## src/rtl/cnt_mod_adj.sv

```systemverilog
// Modulo-N time-field counter with push-button adjust, hold-to-repeat and tick carry.
// Cascade fields by feeding carry_out into the next instance's pulse_in.
module cnt_mod_adj #(
    parameter int unsigned WIDTH        = 6,
    parameter int unsigned MODULO       = 60,
    parameter int unsigned REPEAT_DELAY = 25_000_000,
    parameter int unsigned REPEAT_RATE  = 5_000_000
) (
    input  logic             clk,
    input  logic             rst,
    input  logic             pulse_in,
    input  logic             increase,
    input  logic             decrease,
    input  logic             enable,
    input  logic             load,
    input  logic [WIDTH-1:0] load_val,
    output logic [WIDTH-1:0] cnt,
    output logic             carry_out
);

    localparam int unsigned SW       = WIDTH + 2;
    localparam int unsigned HOLD_MAX = (REPEAT_DELAY > REPEAT_RATE) ? REPEAT_DELAY : REPEAT_RATE;
    localparam int unsigned HW       = $clog2(HOLD_MAX);

    typedef enum logic [1:0] {
        IDLE   = 2'd0,
        DELAY  = 2'd1,
        REPEAT = 2'd2
    } state_t;

    state_t          state;
    state_t          state_nxt;
    logic [HW-1:0]   hold;
    logic [HW-1:0]   hold_nxt;
    logic            sel;
    logic            sel_nxt;
    logic            inc_hist;
    logic            dec_hist;
    logic            inc_press;
    logic            dec_press;
    logic            sel_low;
    logic            other_press;
    logic            both_low;
    logic            rep_ev;
    logic            inc_ev;
    logic            dec_ev;
    logic [SW-1:0]   up;
    logic [SW-1:0]   net;
    logic [SW-1:0]   wrapped;
    logic            under;
    logic            over;
    logic [WIDTH-1:0] cnt_nxt;

    // Press = first cycle sampled low; sel=0 tracks increase, sel=1 tracks decrease
    assign inc_press   = ~increase & inc_hist;
    assign dec_press   = ~decrease & dec_hist;
    assign both_low    = ~increase & ~decrease;
    assign sel_low     = sel ? ~decrease : ~increase;
    assign other_press = sel ? inc_press : dec_press;

    always_ff @(posedge clk) begin
        if (!rst) begin
            state    <= IDLE;
            hold     <= '0;
            sel      <= 1'b0;
            inc_hist <= 1'b1;
            dec_hist <= 1'b1;
            cnt      <= '0;
        end else begin
            state    <= state_nxt;
            hold     <= hold_nxt;
            sel      <= sel_nxt;
            inc_hist <= increase;
            dec_hist <= decrease;
            cnt      <= cnt_nxt;
        end
    end

    // Hold-to-repeat FSM; hold counts down to the next repeat event
    always_comb begin
        state_nxt = state;
        hold_nxt  = hold;
        sel_nxt   = sel;
        rep_ev    = 1'b0;
        case (state)
            IDLE: begin
                if (inc_press ^ dec_press) begin
                    state_nxt = DELAY;
                    sel_nxt   = dec_press;
                    hold_nxt  = HW'(REPEAT_DELAY - 1);
                end
            end
            DELAY, REPEAT: begin
                if (both_low) begin
                    state_nxt = IDLE;
                end else if (other_press) begin
                    state_nxt = DELAY;
                    sel_nxt   = ~sel;
                    hold_nxt  = HW'(REPEAT_DELAY - 1);
                end else if (!sel_low) begin
                    state_nxt = IDLE;
                end else if (hold == '0) begin
                    rep_ev    = 1'b1;
                    state_nxt = REPEAT;
                    hold_nxt  = HW'(REPEAT_RATE - 1);
                end else begin
                    hold_nxt  = hold - HW'(1);
                end
            end
            default: state_nxt = IDLE;
        endcase
    end

    assign inc_ev = inc_press | (rep_ev & ~sel);
    assign dec_ev = dec_press | (rep_ev & sel);

    // Net step -1..+2 applied in WIDTH+2 bits; underflow only possible from 0 with no up-step
    always_comb begin
        up    = SW'(cnt) + SW'(pulse_in) + SW'(inc_ev);
        under = dec_ev && (up == '0);
        net   = up - SW'(dec_ev);
        over  = !under && (net >= SW'(MODULO));
        if (under) begin
            wrapped = SW'(MODULO - 1);
        end else if (over) begin
            wrapped = net - SW'(MODULO);
        end else begin
            wrapped = net;
        end
    end

    always_comb begin
        cnt_nxt = cnt;
        if (load) begin
            cnt_nxt = (SW'(load_val) >= SW'(MODULO)) ? WIDTH'(MODULO - 1) : load_val;
        end else if (enable) begin
            cnt_nxt = WIDTH'(wrapped);
        end
    end

    // Only tick-driven upward wraps propagate to the next field
    assign carry_out = enable & ~load & rst & pulse_in & over;

endmodule

```

## config.mk

```make
export PLATFORM = sky130hd
export DESIGN_NAME = cnt_mod_adj
export DESIGN_NICKNAME = d
export VERILOG_FILES = /design/src/rtl/cnt_mod_adj.sv
export SDC_FILE = /design/constraint.sdc
export NUM_CORES = 1
export LEC_CHECK = 0
export ABC_AREA = 1
export ABC_CLOCK_PERIOD_IN_PS = 4200
export BUFFER_PORTS_ARGS = -buffer_cell sky130_fd_sc_hd__buf_2
export CAP_MARGIN = 20
export CORE_MARGIN = 1
export CORE_UTILIZATION = 60
export DETAILED_ROUTE_END_ITERATION = 7
export PLACE_DENSITY = 0.75
export REMOVE_ABC_BUFFERS = 1
export SLEW_MARGIN = 20
export SYNTH_ARGS = -nofsm -noshare
export SYNTH_HDL_FRONTEND = slang
export SYNTH_SLANG_ARGS = --single-unit
```

## constraint.sdc

```tcl
create_clock -name clk -period 4.2 [get_ports clk]
set_clock_uncertainty 0.1 [all_clocks]
set_input_delay 0.63 -clock clk [delete_from_list [all_inputs] [get_ports clk]]
set_output_delay 0.63 -clock clk [all_outputs]
set_load 0.01 [all_outputs]
```

-- Word-level counts from Yosys, hierarchy flattened
Index checks and enable logic that the tools add are counted.
- flip-flop bits (word level): 36
- output and inout port bits: 7
- word-level logic and storage cells: 76
- add/subtract/negate cells: 5
- magnitude comparators: 2
- equality and inequality tests: 7
- mux-type cells: 28
- bitwise logic cells: 16
- reduce and logical (&&, ||, !) cells: 12
- operator list (kind ; number):
    $mux 25 ; 5
    $pmux 25 s2 ; 1
    $mux 6 ; 5
    $logic_not 25->1 ; 1
    $sub 25x1->25 const B ; 1
    $mux 1 ; 10
    $mux 2 ; 5
    $and 1x1->1 ; 9
    $add 7x1->8 ; 1
    $ge 8x6->1 const B ; 1
    $logic_not 8->1 ; 1
    $reduce_and 4->1 ; 2
    $sub 8x1->8 ; 1
    $add 6x1->7 ; 1
    $ge 6x6->1 const B ; 1
    $ne 2x2->1 const B ; 3
    $sub 6x6->6 const B ; 1
    $ne 5x5->1 const B ; 1
    $not 1->1 ; 4
    $pmux 2 s2 ; 1
    $reduce_bool 2->1 ; 2
    $ne 3x3->1 const B ; 1
    $eq 2x1->1 const B ; 1
    $eq 2x2->1 const B ; 1
    8 further kinds ; 10

-- Longest topological paths before layout
Gate-level depths: netlist of run 1.
- depth in word-level cells: 17
- gate-level depth with buffers: 30

-- Worst setup path after synthesis of run 1
No wires, ideal clock.
- kind: input to output
- from: input decrease
- to: output carry_out
- arrival: 3.435 ns
- required time: 3.470 ns
- path slack: 0.035 ns
- stages: 22
- cell sequence: inv_2 nand2_1 o21ai_1 nand2_1 nor3_1 o21ai_0 fa_1 inv_1 ha_1 inv_1 ha_1 inv_1 nor2_4 nor2_1 inv_1 ha_1 inv_1 nor2_1 nand2_1 nand2_4 nand2_4 nor4_1
- longest elaborated chain between the ends: 14
- elaborated cells between the ends (all ways): 21
- those cells by class: add/sub (2); order compare (1); mux (6); bitwise (8); reduce/logical (4)
- ends and longest elaborated chain (element ; RTL line ; text):
    from (decl) ; 13 ; input logic decrease,
    $not 1->1 * ; 56, 57, 58 ;
    branches (longest 11 deep; another with $add 7x1->8) ; -- ;
    $logic_and 1x1->1 * ; 122 ; over = !under && (net >= SW'(MODULO));
    $and 1x1->1 * ; 142 ; assign carry_out = enable & ~load & rst & pulse_in & over;
    to (decl) ; 18 ; output logic carry_out
Every way passes the cells marked *.

-- Final worst setup path of run 1
- from: register hold[1]
- to: output carry_out
- longest elaborated chain between the ends: 14
- elaborated cells between the ends (all ways): 18
- those cells by class: add/sub (2); order compare (1); mux (5); bitwise (5); reduce/logical (5)
- ends and longest elaborated chain (element ; RTL line ; text):
    from (decl) ; 33 ; logic [HW-1:0] hold;
    from (signal assigned) ; 71 ; hold <= hold_nxt;
    $logic_not 25->1 * ; 102 ; end else if (hold == '0) begin
    $mux 1 * ; 102 ;
    $mux 1 * ; 100 ; end else if (!sel_low) begin
    $mux 1 * ; 96 ; end else if (other_press) begin
    $mux 1 * ; 94 ; if (both_low) begin
    $mux 1 * ; 85 ; case (state)
    branches (longest 6 deep; another with $add 7x1->8) ; -- ;
    $logic_and 1x1->1 * ; 122 ;
    $and 1x1->1 * ; 142 ;
Marked as above.

==> out/qor.csv, run 1 <==
metric;value;unit
outcome;finished, violations left;
failing checks;setup timing;
row count;24;
Core Box Area;4380;um^2
RR Startpoint;hold[1];
class of the worst hold path;register to register;
vias per cell;5.52;
synthesized area;2750;um^2
hold path depth;1;
H-Tree Depth;2;
clk root buf;clkbuf_8;
Max Clk Rate;227;MHz
Worst slew margin;48.0;%
register bit total from synthesis;36;
post-route non-filler standard cell count;537;
Initial Utilization;62.8;%
Distinct cells, synth;40;
final wirelength;7.38;mm
asr flop ratio synth;0;%
GR Overflow Total;0;
Static Leak;1.61;nW
largest net degree at the start of global routing;21;
final hold vios;0;
most common cell after layout, fill and taps aside;nand2_1;
hold path startpoint;hold[0];
CP Data Arrival Time;3680;ps
vias in the first global route;2648;
RSZ-0062 raised after global routing;yes;
CTS tree;built;
Detailed Routing Iterations Pass 1;5;
Reg2Reg Setup Slack;400;ps
worst setup path startpoint;hold[1];
Final nets;506;
Post-synth EDFFs;0;
All-Layer GR Usage;29.9;%
placed cells;520;
crit share post-route;105;%
worst skew pair latency;290;ps
initial antenna violation count;0;
I/O Buffers;19;
endpoints failing setup;1;
post-route ant nets;0;
I/O Pins;20;
PD cells;421;nW/um^2
DR iter-0 viols;242;
CP Class;register to primary output;
via count;2963;
Worst setup EP type;primary output;
Area Growth Syn to Fin;24.1;%
register area share after synthesis;26.2;%
final hold slack;344;ps
max_cap viols;0;
Required @ worst endpoint;3470;ps
first-pass GRT wire length;11.8;mm
top_reg_cell synth;dfxtp_1;
R2R depth;28;
DRC violation count after routing;0;
clock-pin slew on the worst setup and hold paths;80;ps
Slew @ Worst Pin;779;ps
hpwl dp;5.20;mm
ANT cells;0;
worst vdd ir;0.000355;V
crit-path max FO;3;
Final Max Tran Viols;0;
deepest clock path buffer count;2;
Cells after Synth;431;
YS warnings;0;
Final GP Congestion;0.867;
Layout Utilization;77.9;%
CP Launch Type;register;
Die Ht;69.8;um
min Tclk post-route;4410;ps
CTS Sinks;36;
Die ar.;4870;um^2
most frequent cells in the layout;nand2_1, nor2_1, inv_1;
layout cells sized above 1;30.7;%
wire per inst;13.7;um
Avg Cell Area, Syn;6.39;um^2
Die W;69.8;um
post-route setup slack;-214;ps
cts bufs inserted;5;
registers in the layout, summed over array words and instances, names as in the netlist:
register	count
sel	1
dec_hist	1
hold	25
cnt	6
state	2
inc_hist	1
kinds of logic (layout without fill, tap and decap cells):
logic type                 Yosys count  in the layout  synth area share [%]
and+or+nand+nor                    247            247                  43.4
AOI/OAI and AO/OA                   68             68                  14.5
buffers and inverters               64            118                  9.31
DFF                                 36             36                  26.2
adders and majority gates            9              9                  4.36
xor gates and xnor gates             7              7                  2.23
per-stage QoR:
step	power (W)	setup TNS [ps]	setup slack (ps)	instance area, um^2
2_1_floorplan	0.000858	0	35.4	2710
3_3_place_gp	0.00102	0	54.8	3060
3_5_place_dp	0.00104	-104	-104	3060
4_1_cts	0.00137	-146	-146	3220
5_1_grt	0.00153	-422	-422	3420
6_report	0.00144	-214	-214	3420
critical path, cell delays in order, from the launching register on:
cell and delay (ps):
dfxtp_2 330, inv_2 90, ha_4 150, inv_2 30, nor2_2 90, nand4_1 130, nor2_4 170, inv_2 70
nor3_4 210, o21ai_2 100, fa_2 590, ha_4 170, ha_4 140, inv_2 40, nor2_4 110, buf_6 130
o21ai_0 80, nor2_1 190, nor2_2 90, nand2_4 90, nand2_4 50, nor4_4 190, buf_2 170
worst paths after layout:
kind / to
setup / recovery: carry_out
hold / removal: hold[0]
setup reg to reg: cnt[5]
hold reg to reg: hold[0]
cells in the mapped netlist (2+ instances only):
| master | instances | area share, % |
|---|---|---|
| nand2_1 | 107 | 15 |
| nor2_1 | 52 | 7.1 |
| inv_1 | 49 | 6.7 |
| dfxtp_1 | 36 | 26 |
| nand3_1 | 29 | 5.3 |
| a21oi_1 | 22 | 4.0 |
| o21ai_0 | 14 | 2.5 |
| o21ai_1 | 12 | 2.2 |
| nand2_2 | 11 | 2.5 |
| nand4_1 | 10 | 2.3 |
| nor2_2 | 9 | 2.0 |
| ha_1 | 8 | 3.6 |
| inv_2 | 7 | 0.95 |
| nand2_4 | 6 | 2.5 |
| xor2_1 | 6 | 1.9 |
| nor2_4 | 5 | 2.0 |
| nor3_1 | 5 | 0.91 |
| a221oi_1 | 4 | 1.3 |
| a31oi_1 | 4 | 0.91 |
| nand3_2 | 4 | 1.5 |
| o21ai_2 | 4 | 1.3 |
| a21oi_2 | 3 | 0.95 |
| clkbuf_1 | 3 | 0.41 |
| a22oi_1 | 2 | 0.55 |
| buf_4 | 2 | 0.55 |
| nor4_1 | 2 | 0.45 |
| or2_2 | 2 | 0.45 |
final cells by class:
class | instances | area [um^2]
inverters | 57 | 216
clock inverters | 3 | 46.3
flip-flops and latches | 36 | 724
repair buffers | 53 | 358
well taps | 52 | 65.1
multi-input cells | 331 | 1940
fillers | 352 | 967
clock buffers | 5 | 68.8
layer usage:
layer	GRT usage, %	wire length, um	vias to the layer above
li1	-	-	1508
met1	40.4	3370	1356
met2	50.5	3540	83
met3	4.51	372	16
met4	6.44	96	0
met5	0	0	-
power by group:
part,switching [W],internal (W)
combinational,0.000404,0.000260
sequential,0.0000593,0.000394
clock,0.000143,0.000179
timing repair:
action | in CTS | in global routing
setup endpoints to repair | 1 | 1
buffers inserted | 2 | 7
resized for setup | 12 | 36
pin swaps | 2 | 17
hold buffers | 0 | 0
(Power assumes the default switching activity.)
==> inputs of run 2 (changes only) <==
--- a/config.mk
+++ b/config.mk
@@ -5,14 +5,13 @@
 export SDC_FILE = /design/constraint.sdc
 export NUM_CORES = 1
 export LEC_CHECK = 0
-export ABC_AREA = 1
-export ABC_CLOCK_PERIOD_IN_PS = 4200
+export ABC_CLOCK_PERIOD_IN_PS = 5100
 export BUFFER_PORTS_ARGS = -buffer_cell sky130_fd_sc_hd__buf_2
 export CAP_MARGIN = 20
 export CORE_MARGIN = 1
 export CORE_UTILIZATION = 60
 export DETAILED_ROUTE_END_ITERATION = 7
-export PLACE_DENSITY = 0.75
+export PLACE_DENSITY = 0.76
 export REMOVE_ABC_BUFFERS = 1
 export SLEW_MARGIN = 20
 export SYNTH_ARGS = -nofsm -noshare
==> constraint.sdc (replaced) <==
create_clock -name clk -period 5.1 [get_ports clk]
set_clock_uncertainty 0.1 [all_clocks]
set_input_delay 0.765 -clock clk [delete_from_list [all_inputs] [get_ports clk]]
set_output_delay 0.765 -clock clk [all_outputs]
set_load 0.01 [all_outputs]
==> out/qor.csv, run 2 <==
metric;value;unit
DR iter-0 viols;212;
hpwl dp;4.77;mm
clk root buf;clkbuf_8;
I/O Buffers;19;
main area contributors after synthesis;dfxtp_1, a21oi_1, o21ai_0, xnor2_1, nor2_1;
worst vdd ir;0.000213;V
class of the worst hold path;register to register;
Distinct cells, synth;63;
Compound-Gate Fraction of Synth Area;23.4;%
WP buf/inv;4;
wire per inst;17.1;um
deepest clock path buffer count;2;
Final nets;383;
via count;2653;
vias per cell;6.45;
CP Launch Type;register;
Core Box Area;4090;um^2
crit-path max FO;5;
Max stage delay on crit path;560;ps
top flop regs;hold x25, cnt x6, state x2;
main combinational cell family by area after synthesis;simple AND/OR/NAND/NOR gates;
Worst slew margin;40.9;%
layout cells sized above 1;20.8;%
Yosys top cell by area;dfxtp_1;
Reg2Reg Setup Slack;800;ps
max reg flops;25;
endpoints failing setup;0;
register area share after synthesis;27.7;%
synthesized area;2600;um^2
H-Tree Depth;2;
vias in the first global route;2282;
top cells by count, synth;dfxtp_1, a21oi_1, nor2_1, o21ai_0, nand2_1;
Final GP Congestion;0.939;
Synth Area in Simple Gates;31.8;%
register bit total from synthesis;36;
Avg Cell Area, Syn;7.81;um^2
Cells after Synth;333;
most common cell type on the critical path;inv_1;
GR Overflow Total;0;
largest reg by FF count;hold;
Die Ht;67.8;um
count leader, synth;dfxtp_1;
CP Class;register to primary output;
PD cells;348;nW/um^2
Die W;67.8;um
Final Max Tran Viols;0;
Required @ worst endpoint;4240;ps
worst skew pair latency;290;ps
Slew @ Worst Pin;883;ps
hold_buf cts;0;
min Tclk post-route;4990;ps
Max Clk Rate;200;MHz
post-route non-filler standard cell count;411;
initial antenna violation count;0;
top_reg_cell synth;dfxtp_1;
I/O Pins;20;
Area Growth Syn to Fin;14.7;%
ANT cells;0;
Post-synth EDFFs;0;
CP Data Arrival Time;4120;ps
largest net degree at the start of global routing;22;
All-Layer GR Usage;31.2;%
crit share post-route;97.8;%
# fillers;336;
Top delay family on crit path;simple AND/OR/NAND/NOR gates;
row count;23;
YS warnings;0;
cts bufs inserted;5;
final wirelength;7.03;mm
asr flop ratio synth;0;%
CTS Sinks;36;
Slowest-stage cell, CP;or4_4;
Yosys top cell area share;27.7;%
post-route ant nets;0;
Detailed Routing Iterations Pass 1;4;
max_cap viols;0;
DRC violation count after routing;0;
clock-pin slew on the worst setup and hold paths;70;ps
final hold vios;0;
XOR/XNOR Fraction of Synth Area;5.39;%
Synth Area in Adders;4.62;%
placed cells;395;
mux cell area share after synthesis;1.59;%
most frequent cells in the layout;dfxtp_1, a21oi_1, o21ai_0;
first-pass GRT wire length;10.7;mm
power consumption;0.00104;W
most common cell after layout, fill and taps aside;dfxtp_1;
outcome;finished, final reports clean;
Die ar.;4600;um^2
CTS tree;built;
CP cell instances;or4_4 > nor4_4 > and4bb_2 > a31oi_2 > fa_2 > inv_1 > ha_1 > inv_1 > ha_1 > inv_1 > xnor2_2 > ha_2 > nand3_2 > nor4b_4 > nor3_4 > nor3_1 > buf_2;
Worst setup EP type;primary output;
Static Leak;1.16;nW
Initial Utilization;63.6;%
==> run 2: changes by cell type in the layout (fill, tap and decap cells not counted), moves of 12 or more <==
| cell | previous run | this run |
|---|---|---|
| buf_4 | 32 | 17 |
| inv_1 | 42 | 18 |
| inv_2 | 13 | 0 |
| nand2_1 | 100 | 21 |
| nand2_2 | 16 | 2 |
| nand2b_1 | 0 | 12 |
| nand3_1 | 28 | 7 |
| nor2_1 | 46 | 26 |
| nor2_2 | 15 | 1 |
| nor4_1 | 1 | 15 |
| o21ai_0 | 13 | 27 |
==> run 2: worst paths after layout <==
path / endpoint / startpoint / cells past startpoint
worst max register to register: cnt[5] / hold[4] / 18
worst min register to register: state[1] / state[1] / 2
worst min-delay path: state[1] / state[1] / 2
worst max-delay path: carry_out / hold[4] / 17
==> run 2: final cells by class <==
type | count | area, um^2 | area share, %
inverters | 19 | 71.3 | 2.39
flip-flops and latches | 36 | 722 | 24.2
multi-input cells | 263 | 1810 | 60.6
clock buffers | 7 | 96.3 | 3.23
repair buffers | 36 | 223 | 7.47
well taps | 50 | 62.6 | 2.10
==> run 2: logic make-up (layout without fill, tap and decap cells) <==
family | count (synthesis) | count (layout)
AOI/OAI and AO/OA | 96 | 96
DFF | 36 | 36
muxes | 4 | 4
adders and majority gates | 9 | 9
buffers and inverters | 34 | 62
and+or+nand+nor | 138 | 138
xor gates and xnor gates | 16 | 16
==> run 2: worst reg2reg max path: stages, from the launching register on <==
cell,delay [ps]
dfxtp_2,340
or4_4,560
nor4_4,160
and4bb_2,300
a31oi_2,120
fa_2,400
inv_1,70
ha_1,260
inv_1,70
ha_1,190
inv_1,100
xnor2_2,220
ha_2,250
nand3_2,90
nor4b_4,360
nor3_4,80
buf_4,170
nor4_1,270
a2111oi_1,90
==> run 2: repair_timing <==
| item | in CTS | in global routing |
|---|---|---|
| pin swaps | 4 | 8 |
| buffers inserted | 5 | 4 |
| endpoints found under the setup margin | 1 | 1 |
| resized for setup | 7 | 7 |
==> run 2: metrics by stage <==
step / TNS (ps) / hold WS (ps) / cell area [um^2] / worst slack, ps / utilization [%]
floorplan: 0 / 351 / 2530 / 123 / -
global placement: 0 / 377 / 2750 / 268 / 67.2
detailed placement: 0 / 376 / 2750 / 101 / 67.2
CTS: 0 / 391 / 2920 / 0.516 / 71.4
global route: -51.2 / 432 / 2980 / -51.2 / 73.0
finish: 0 / 387 / 2980 / 112 / 73.0
==> run 2: metal layers <==
layer | up-vias | GRT usage, % | share of wire [%]
li1 | 1281 | - | -
met1 | 1300 | 39.5 | 44
met2 | 61 | 52.1 | 50
met3 | 11 | 6.67 | 4.6
met4 | 0 | 11.2 | 1.2
met5 | - | 0 | 0
==> run 2: where the power goes <==
| part | total [W] | switching (W) | internal, W |
|---|---|---|---|
| registers | 0.000382 | 0.0000566 | 0.000325 |
| logic | 0.000426 | 0.000247 | 0.000179 |
| clock network | 0.000229 | 0.000108 | 0.000121 |
==> inputs of run 3 (changes only) <==
--- a/config.mk
+++ b/config.mk
@@ -5,9 +5,10 @@
 export SDC_FILE = /design/constraint.sdc
 export NUM_CORES = 1
 export LEC_CHECK = 0
-export ABC_CLOCK_PERIOD_IN_PS = 5100
+export ABC_CLOCK_PERIOD_IN_PS = 5130
 export BUFFER_PORTS_ARGS = -buffer_cell sky130_fd_sc_hd__buf_2
 export CAP_MARGIN = 20
+export CORE_ASPECT_RATIO = 1.5
 export CORE_MARGIN = 1
 export CORE_UTILIZATION = 60
 export DETAILED_ROUTE_END_ITERATION = 7
==> constraint.sdc (replaced) <==
create_clock -name clk -period 5.13 [get_ports clk]
set_clock_uncertainty 0.1 [all_clocks]
set_input_delay 0.7695 -clock clk [delete_from_list [all_inputs] [get_ports clk]]
set_output_delay 0.7695 -clock clk [all_outputs]
set_load 0.01 [all_outputs]
==> out/qor.csv, run 3 (synthesis gave the netlist of run 2 again) <==
metric;value;unit
most common cell after layout, fill and taps aside;dfxtp_1;
worst skew pair latency;290;ps
cts bufs inserted;5;
top flop regs;hold x25, cnt x6, state x2;
Max Clk Rate;198;MHz
Final nets;381;
final instance area;3040;um^2
wire per inst;16.9;um
# fillers;348;
Layout Utilization;72.2;%
layout cells sized above 1;21.9;%
DRC violation count after routing;0;
row count;29;
post-route setup slack;90.3;ps
RR Endpoint;cnt[5];
most common cell type on the critical path;xnor2_2;
min Tclk post-route;5040;ps
largest net degree at the start of global routing;22;
Detailed Routing Iterations Pass 1;5;
Logic pwr share;40.4;%
max reg flops;25;
Initial Utilization;61.8;%
RSZ-0062 raised after global routing;yes;
via count;2636;
CP Launch Type;register;
GR Overflow Total;0;
Final GP Congestion;0.968;
PD cells;360;nW/um^2
area occupied by multi-input gates;1850;um^2
CP cell instances;or4_4 > nor4_4 > and4bb_2 > a31oi_1 > fa_2 > nand3b_1 > xnor2_2 > xnor2_2 > ha_2 > nand3_2 > nor4b_4 > nor3_4 > nor3_1 > buf_2;
ANT cells;0;
Setup TNS;0;ps
Die ar.;4610;um^2
Setup WS pre-CTS;156;ps
Worst slew margin;41.1;%
Die Ht;82.6;um
hold_buf cts;0;
outcome;finished, final reports clean;
CP Class;register to primary output;
Reg2Reg Setup Slack;820;ps
RR Startpoint;hold[5];
Area Growth Syn to Fin;16.9;%
largest reg by FF count;hold;
Cell Area, Placed;2740;um^2
Top delay family on crit path;simple AND/OR/NAND/NOR gates;
Final Max Tran Viols;0;
internal power;0.000686;W
post-route non-filler standard cell count;406;
R2R depth;15;
hpwl dp;4.77;mm
CTS tree;built;
I/O Buffers;19;
most frequent cells in the layout;dfxtp_1, a21oi_1, o21ai_0;
post-route ant nets;0;
Hold EP;hold[13];
clk root buf;clkbuf_8;
Worst setup EP type;primary output;
final wirelength;6.86;mm
first-pass GRT wire length;10.3;mm
class of the worst hold path;register to register;
FF+latch area;722;um^2
clock-pin slew on the worst setup and hold paths;70;ps
crit share post-route;98.2;%
WP buf/inv;1;
final hold vios;0;
proportion of power drawn by flip-flops and latches;34.6;%
CTS Sinks;36;
I/O Pins;20;
Core Box Area;4210;um^2
placed cells;391;
Static Leak;1.17;nW
crit-path max FO;5;
Slowest-stage cell, CP;or4_4;
hold path depth;2;
deepest clock path buffer count;2;
vias in the first global route;2219;
Max stage delay on crit path;550;ps
sw power;0.000408;W
Required @ worst endpoint;4260;ps
Die W;55.8;um
vias per cell;6.49;
CP Data Arrival Time;4170;ps
DR iter-0 viols;147;
worst vdd ir;0.000246;V
Slew @ Worst Pin;880;ps
All-Layer GR Usage;28.2;%
initial antenna violation count;0;
max_cap viols;0;
hold path startpoint;hold[13];
clock share of power;25.0;%
H-Tree Depth;2;
Sw Share;37.3;%
endpoints failing setup;0;
==> run 3: changes by cell type in the layout (fill, tap and decap cells not counted), sizes merged <==
cell,change
bufinv,+1
buf,-2
==> run 3: worst max-delay path by stage <==
stage                     depth (start not counted)        end    start  slack, ps
after floorplan                                  15  carry_out  hold[4]        150
after global placement                           16  carry_out  hold[4]        270
after detailed placement                         16  carry_out  hold[4]        160
after CTS                                        17  carry_out  hold[4]         20
after global routing                             14  carry_out  hold[5]        -40
final                                            14  carry_out  hold[5]         90
==> run 3: layout make-up <==
cell class | instances | area share [%]
Clock buffer | 7 | 3.17
Sequential cell | 36 | 23.8
Timing Repair Buffer | 34 | 6.83
Tap cell | 46 | 1.89
Multi-Input combinational cell | 263 | 61.0
Clock inverter | 1 | 0.988
Inverter | 19 | 2.35
==> run 3: timing repair <==
item	4_1_cts	5_1_grt
gates resized for setup	2	20
pin swaps	2	11
endpoints found under the setup margin	1	1
setup buffers	1	6
==> run 3: power by group through the flow <==
stage	Clock [W]	Sequential (W)	Combinational, W
final	0.000273	0.000379	0.000442
after CTS	0.000276	0.000376	0.000398
after floorplan	0	0.000371	0.000289
after global placement	0	0.000380	0.000383
after detailed placement	0	0.000382	0.000390
after global routing	0.000288	0.000387	0.000487
==> run 3: through the flow <==
stage	hold slack [ps]	power, W
after floorplan	351	0.000660
after global placement	378	0.000764
after detailed placement	386	0.000772
after CTS	401	0.00105
after global routing	426	0.00116
final	398	0.00109
==> run 3: layer usage <==
layer | up-vias | GRT usage, % | part of all wire (%)
li1 | 1279 | - | -
met1 | 1263 | 30.0 | 39
met2 | 78 | 57.0 | 54
met3 | 16 | 3.43 | 3.7
met4 | 0 | 9.25 | 2.8
met5 | - | 0 | 0
==> run 3: worst register-to-register path, stage by stage, from the launching register on <==
cell       delay, ps
dfxtp_2          340
or4_4            550
nor4_4           290
and4bb_2         270
a31oi_1          110
fa_2             420
nand3b_1         310
xnor2_2          250
xnor2_2          230
ha_2             240
nand3_2           80
nor4b_4          360
nor3_4           100
buf_4            160
nor4_1           290
a2111oi_1         90
